File: config.mk
export PLATFORM = sky130hd
export DESIGN_NAME = pixel_fifo
export DESIGN_NICKNAME = d
export VERILOG_FILES = /design/src/rtl/pixel_fifo.sv
export SDC_FILE = /design/constraint.sdc
export NUM_CORES = 1
export LEC_CHECK = 0
export ABC_AREA = 1
export BUFFER_PORTS_ARGS = -buffer_cell sky130_fd_sc_hd__buf_2
export CAP_MARGIN = 20
export CORE_MARGIN = 4
export CORE_UTILIZATION = 35
export CTS_CLUSTER_SIZE = 14
export DETAILED_ROUTE_END_ITERATION = 7
export PLACE_DENSITY = 0.57
export SLEW_MARGIN = 5
export SYNTH_ARGS = -nofsm -noshare
export SYNTH_HDL_FRONTEND = slang
export SYNTH_SLANG_ARGS = --single-unit
File: constraint.sdc
create_clock -name clk -period 3.4 [get_ports clk]
set_input_delay 0.34 -clock clk [delete_from_list [all_inputs] [get_ports clk]]
set_output_delay 0.34 -clock clk [all_outputs]
set_load 0.1 [all_outputs]
File: src/rtl/pixel_fifo.sv
// rtl/pixel_fifo.sv - parametrised pixel word FIFO with count, thresholds and sticky errors
// Build option: define PIXEL_FIFO_SHOWAHEAD_EN for show-ahead (first-word-fall-through) reads;
// by default rd_data is registered and announced by a one-cycle rd_valid strobe.
module pixel_fifo #(
  parameter int WIDTH      = 24,
  parameter int DEPTH_LOG2 = 4,
  parameter int THRESH     = 8
) (
  input  logic                  clk,
  input  logic                  reset_n,
  input  logic                  flush,
  input  logic                  wr,
  input  logic [WIDTH-1:0]      wr_data,
  input  logic                  rd,
  output logic [WIDTH-1:0]      rd_data,
  output logic                  rd_valid,
  output logic                  full,
  output logic                  empty,
  output logic                  almost_full,
  output logic [DEPTH_LOG2:0]   count,
  output logic                  overflow,
  output logic                  underflow,
  input  logic                  err_clr
);

  localparam int CW    = DEPTH_LOG2 + 1;
  localparam int DEPTH = 1 << DEPTH_LOG2;
  localparam logic [CW-1:0] DEPTH_C  = CW'(DEPTH);
  localparam logic [CW-1:0] THRESH_C = CW'(THRESH);

  logic [WIDTH-1:0] r_mem [DEPTH];
  logic [CW-1:0]    r_wptr;
  logic [CW-1:0]    r_rptr;
  logic [CW-1:0]    r_count;
  logic             r_overflow;
  logic             r_underflow;

  logic             w_full;
  logic             w_empty;
  logic             w_rd_acc;
  logic             w_wr_acc;
  logic             w_wr_reject;
  logic             w_rd_reject;
  logic [CW-1:0]    w_count_next;

  // Status flags come straight from the registered occupancy so wr never reaches an output.
  assign w_full      = (r_count == DEPTH_C);
  assign w_empty     = (r_count == '0);
  // A full FIFO can still take a write when a read frees a slot on the same edge.
  assign w_rd_acc    = rd & ~w_empty & ~flush;
  assign w_wr_acc    = wr & (~w_full | w_rd_acc) & ~flush;
  assign w_wr_reject = wr & ~w_wr_acc & ~flush;
  assign w_rd_reject = rd & w_empty & ~flush;
  assign w_count_next = r_count + CW'(w_wr_acc) - CW'(w_rd_acc);

  assign full        = w_full;
  assign empty       = w_empty;
  assign almost_full = (r_count >= THRESH_C);
  assign count       = r_count;
  assign overflow    = r_overflow;
  assign underflow   = r_underflow;

  // Storage array is deliberately unreset; only accepted writes land in it.
  always_ff @(posedge clk) begin
    if (w_wr_acc) begin
      r_mem[r_wptr[DEPTH_LOG2-1:0]] <= wr_data;
    end
  end

  // Pointers and occupancy; pointers wrap modulo 2*DEPTH and flush rewinds everything.
  always_ff @(posedge clk or negedge reset_n) begin
    if (!reset_n) begin
      r_wptr  <= '0;
      r_rptr  <= '0;
      r_count <= '0;
    end else if (flush) begin
      r_wptr  <= '0;
      r_rptr  <= '0;
      r_count <= '0;
    end else begin
      if (w_wr_acc) r_wptr <= r_wptr + 1'b1;
      if (w_rd_acc) r_rptr <= r_rptr + 1'b1;
      r_count <= w_count_next;
    end
  end

  // Sticky error flags; a new error on the same edge as err_clr keeps the flag set.
  always_ff @(posedge clk or negedge reset_n) begin
    if (!reset_n) begin
      r_overflow  <= 1'b0;
      r_underflow <= 1'b0;
    end else if (flush) begin
      r_overflow  <= 1'b0;
      r_underflow <= 1'b0;
    end else begin
      if (w_wr_reject)  r_overflow <= 1'b1;
      else if (err_clr) r_overflow <= 1'b0;
      if (w_rd_reject)  r_underflow <= 1'b1;
      else if (err_clr) r_underflow <= 1'b0;
    end
  end

`ifdef PIXEL_FIFO_SHOWAHEAD_EN
  // Head entry is presented without a request; its value is meaningless while empty.
  assign rd_data  = r_mem[r_rptr[DEPTH_LOG2-1:0]];
  assign rd_valid = 1'b0;
`else
  logic [WIDTH-1:0] r_rd_data;
  logic             r_rd_valid;

  // Registered read port: load the head on an accepted read and strobe rd_valid for one cycle.
  always_ff @(posedge clk or negedge reset_n) begin
    if (!reset_n) begin
      r_rd_data  <= '0;
      r_rd_valid <= 1'b0;
    end else if (flush) begin
      r_rd_valid <= 1'b0;
    end else begin
      r_rd_valid <= w_rd_acc;
      if (w_rd_acc) r_rd_data <= r_mem[r_rptr[DEPTH_LOG2-1:0]];
    end
  end

  assign rd_data  = r_rd_data;
  assign rd_valid = r_rd_valid;
`endif

endmodule

# Word-level counts from Yosys, hierarchy flattened
# Memory sizes are Yosys's and may differ from the RTL's. A register that Yosys moved wholly into a read port is not among the register bits.
# Cells that the tools add are included.
[totals]
n_memories = 1
ramBits = 384
input_bits = 30
elab_cells = 46
ff_bits = 18
out_inout_bits = 35
[mem_list]
columns = ["memory", "words", "width", "read_ports", "rd_ports_with_merged_regs", "write_ports", "line_no", "text"]
rows = [
  ["r_mem", 16, 24, 1, 1, 1, "31", "logic [WIDTH-1:0] r_mem [DEPTH];"],
]
[op_classes]
bitwise_logic = 13
eq_ne = 1
reduce_logical = 7
muxes = 13
n_lt_le_gt_ge = 1
addsub = 4
[op_table]
columns = ["cell", "count"]
rows = [
  ["2-to-1 mux 5 bit", 5],
  ["adder 5 x 1 -> 5 bit, second input constant", 2],
  ["AND 1 bit", 8],
  ["2-to-1 mux 1 bit", 8],
  ["nonzero test 3 bit", 2],
  ["adder 5 x 1 -> 5 bit", 1],
  ["equality test 5 bit, second input constant", 1],
  ["greater-or-equal comparator 5 x 4 -> 1 bit, second input constant", 1],
  ["zero test 5 bit", 1],
  ["subtractor 5 x 1 -> 5 bit", 1],
  ["inverter 1 bit", 4],
  ["nonzero test 2 bit", 2],
  ["AND reduction 2 bit", 1],
  ["zero test 1 bit", 1],
  ["OR 1 bit", 1],
]

# Depth between registers and ports, before layout
[logic_depth]
word_depth = 12
depth_mapped = 19
ltp_nobuf = 19

# Least setup slack after synthesis
# OpenSTA, ideal clock, no wires.
[synth_timing]
path_kind = "reg2out"
start = "register r_count[2], in the netlist count[2]"
end = "output full"
stages_incl_launch_ff = 5
slack_ps = -222
required_time_ps = 3060
n_path_buf = 0
t_arrival_ps = 3282
cell_sequence = "dfrtp_1 > inv_1 > ha_1 > inv_1 > nor3_1"
[synth_via]
elab_chain_len = 1
[synth_rtl]
columns = ["element", "line_no", "text"]
rows = [
  ["start: declaration", "34", "logic [CW-1:0] r_count;"],
  ["start signal: assignment", "83", "r_count <= w_count_next;"],
  ["equality test 5 bit", "47", "assign w_full = (r_count == DEPTH_C);"],
  ["end: declaration", "17", "output logic full,"],
]
# No other way between the ends.

# Final worst setup path
[layout_timing]
start = "register r_count[2], in the netlist count[2]"
end = "register r_count[4], in the netlist count[4]"
[layout_via]
elab_chain_len = 10
elab_cells_between_ends = 12
cone_classes = "2 x add/sub; 1 x eq/ne; 1 x mux; 7 x bitwise; 1 x reduce/logical"
[layout_rtl]
columns = ["element", "line_no", "text"]
rows = [
  ["zero test 5 bit", "48", "assign w_empty = (r_count == '0);"],
  ["inverter 1 bit", "50", "assign w_rd_acc = rd & ~w_empty & ~flush;"],
  ["AND 1 bit (2 in series)", "50", ""],
  ["OR 1 bit", "51", "assign w_wr_acc = wr & (~w_full | w_rd_acc) & ~flush;"],
  ["AND 1 bit (2 in series)", "51", ""],
  ["adder 5 x 1 -> 5 bit", "54", "assign w_count_next = r_count + CW'(w_wr_acc) - CW'(w_rd_acc);"],
  ["subtractor 5 x 1 -> 5 bit *", "54", ""],
  ["2-to-1 mux 5 bit *", "76", "end else if (flush) begin"],
]
# Every way passes the cells marked *; elsewhere a longest branch is shown, timed or not.
# A chain may end at the register's enable or synchronous reset.

==> impl_metrics.csv <==
group,metric,value,unit
worst_setup_path,crit_chain,"inv_1 > ha_1 > inv_1 > nor2_1 > o211ai_1 > nand2_1 > inv_2 > nand2_1 > ha_1 > inv_1 > ha_1 > inv_1 > fa_1 > inv_1 > nand2_1 > a21oi_1 > nor2_1 > o21ai_0 > a21oi_1",
worst_setup_path,crit_family,"adder cells",
route,num_vias,10852,
timing,period_share,87.8,%
synthesis,syn_inst,1496,
final_layout,layout_commonest_cell,"nand2_1",
route,drt_wl_total,41.6,mm
power,leakage,7.66,nW
route,drc,0,
power,p_per_area,751,mW/mm^2
die,die_y,230,um
route,dr.pass1.iters,5,
route,antenna_left,0,
synthesis,yosysSeqAreaShare,72.9,%
clock_tree,clockBufferDepth,3,
grt,grt_overflow,0,
job,maxCapViolations,0,
die,row_count,80,
clock_tree,clk_pin_slew,0.06,ns
clock_tree,cts_sinks,424,
die,coreArea,0.0481,mm^2
worst_setup_path,critical_path.max_fanout,8,
route,wl_per_cell,18.5,um
die,io_pins,65,
synthesis,synth_nets,1540,
worst_setup_path,cp_num_buf_inv,6,
final_layout,layout.cells.most_common_list,"621 x nand2_1, 384 x edfxtp_1, 207 x nand3_1, 64 x buf_2, 53 x a21oi_1",
synthesis,yosys.area_share.adder,1.06,%
worst_setup_path,cp-start-kind,"register",
synthesis,synth_top_family_by_area,"simple AND/OR/NAND/NOR gates",
final_layout,syn2layout_area_growth,15.7,%
synthesis,yosys_register_bits,424,
route,drt_iter0_markers,949,
grt,grt_max_degree,195,
final_layout,diodes,0,
worst_setup_path,slowest_delay,0.38,ns
die,die_area,0.0527,mm^2
synthesis,ys_warn_count,0,
worst_setup_path,end_kind,"register",
min_path,holdCritPathClass,"input pin to register",
final_layout,finalNetCount,1606,
timing,rsz0062_at_grt,"no",
grt,grt_pass1_wl,64.2,mm
synthesis,synth.avg_cell_area,11.5,um^2
die,die_w,230,um
power,ir_drop,0.000520,V
grt,antenna_found_initial,0,
die,start_util,35.7,%
worst_setup_path,cp.required,3.84,ns
placed_design,post-dp-hpwl,21.9,mm
placed_design,dp_slack,0.392,ns
grt,gr-usage-all-layers,15.6,%
placed_design,io_buffers,64,
placed_design,place_congestion,0.766,
timing,max_slew_margin,33.2,%
worst_setup_path,critical_path_class,"register to register",
final_layout,final_util,41.3,%
clock_tree,htreeDepth,2,
synthesis,synthXorXnorAreaFrac,0.102,%
timing,timing.fmax,335,MHz
timing,fin_worst_skew,0.0182,ns
clock_tree,cts_inserted_buffers,45,
clock_tree,clk_latency,0.55,ns
timing,tightest_slew,1.00,ns
final_layout,layout-drive-gt1-share,12.5,%
timing,finalSetupTns,0,ns
synthesis,synthDistinctLibCells,28,
status,status,"completed",
worst_setup_path,cpMaxStageDelayCell,"dfrtp_1",
synthesis,synth-compound-area-share,1.91,%
timing,period_needed,2.98,ns
clock_tree,cts_tree,"yes",
timing,timing.final.ws_setup,0.416,ns
synthesis,synth-simple-area-share,21.0,%
clock_tree,cts-root-buf,"clkbuf_16",
timing,drv_slew,0,
grt,grt_pass1_vias,10598,
worst_setup_path,cp.arrival,3.42,ns
timing,hold_viol_final,0,
clock_tree,cts.repair.resized,0,
synthesis,muxShareOfSynthArea,0,%
route,via_per_inst,4.81,
synthesis,syn-cell-area,0.0172,mm^2
timing,setup_viol,0,
worst_setup_path,cp_common_cell,"inv_1",
[synthesized netlist by cell type (all sizes together)]
| library cell | n | area (um^2) |
|---|---|---|
| nor2 | 49 | 194 |
| inv | 29 | 109 |
| nand3 | 208 | 1050 |
| o32ai | 1 | 8.76 |
| nor3 | 2 | 10.0 |
| a21oi | 53 | 265 |
| a31oi | 1 | 6.26 |
| or2 | 1 | 6.26 |
| edfxtp | 384 | 11500 |
| nand2 | 622 | 2340 |
| xor2 | 2 | 17.5 |
| nand4 | 1 | 6.26 |
| o211ai | 1 | 7.51 |
| o21ai | 8 | 40.0 |
| dfrtp | 40 | 1000 |
| clkbuf | 17 | 63.8 |
| ha | 13 | 163 |
| fa | 1 | 20.0 |
| buf | 63 | 348 |
[timing repair]
item                                   4_1_cts  5_1_grt
endpoints found under the hold margin       15        0
hold buffers                                 1        0
setup endpoints to repair                    0        0
buffers inserted                             0        0
[kinds of logic after synthesis]
kind of cell | after synthesis
AOI/OAI and AO/OA | 64
xor gates and xnor gates | 2
adders and majority gates | 14
buffers and inverters | 109
DFF | 424
and+or+nand+nor | 883
[final cells by class]
cell class | instances | area, um^2
Clock buffer | 61 | 1250
Clock inverter | 22 | 244
Fill cell | 4534 | 28300
Inverter | 29 | 114
Multi-Input combinational cell | 963 | 4260
Sequential cell | 424 | 12500
Tap cell | 656 | 821
Timing Repair Buffer | 99 | 661
[worst reg2reg max path: stages, from the launching register on]
cell	delay, ns
dfrtp_1	0.38
inv_1	0.09
ha_1	0.24
inv_1	0.09
nor2_1	0.05
o211ai_1	0.11
nand2_1	0.21
inv_2	0.16
nand2_1	0.08
ha_1	0.29
inv_1	0.05
ha_1	0.15
inv_1	0.06
fa_1	0.39
inv_1	0.10
nand2_1	0.06
a21oi_1	0.12
nor2_1	0.06
o21ai_0	0.15
a21oi_1	0.06
[stage by stage]
| step | cell area, um^2 | std cells | power, W | hold WS, ns |
|---|---|---|---|---|
| after floorplan | 17200 | 1496 | 0.00925 | 0.0444 |
| after global placement | 18400 | 2170 | 0.0101 | 0.362 |
| after detailed placement | 18400 | 2170 | 0.0102 | 0.367 |
| after CTS | 19900 | 2254 | 0.0151 | 0.0497 |
| after global routing | 19900 | 2254 | 0.0157 | 0.0801 |
| final | 19900 | 2254 | 0.0149 | 0.0709 |
[power breakdown]
part	internal (W)	switching, W	total [W]
logic	0.000832	0.00312	0.00395
registers	0.00593	0.000127	0.00606
clock network	0.00295	0.00197	0.00492
total	0.00971	0.00522	0.0149
[sequential cells by signal, summed over array words and instances, names as in the netlist]
name	flops
underflow	1
r_rptr	4
rd_data	24
overflow	1
rd_valid	1
r_mem	384
count	5
r_wptr	4
[per-layer routing]
layer / wire (um) / GRT usage [%]
met1: 19400 / 22.7
met2: 19300 / 25.1
met3: 2240 / 2.46
met4: 640 / 2.99
met5: 0 / 0
[path summary, 6_finish.rpt]
path | from | endpoint | slack [ns] | cells past startpoint
setup / recovery | count[2]$_DFF_PN0_ | count[4]$_DFF_PN0_ | 0.42 | 19
hold / removal | err_clr | underflow$_DFFE_PN0P_ | 0.07 | 3
setup reg to reg | count[2]$_DFF_PN0_ | count[4]$_DFF_PN0_ | 0.42 | 19
hold reg to reg | rd_data[15]$_DFFE_PN0P_ | rd_data[15]$_DFFE_PN0P_ | 0.47 | 2
max in group asynchronous | reset_n | r_rptr[0]$_DFFE_PN0P_ | 2.32 | 3
min in group asynchronous | reset_n | rd_data[14]$_DFFE_PN0P_ | 0.31 | 2
Note: power is estimated with default switching activity, not from simulation.
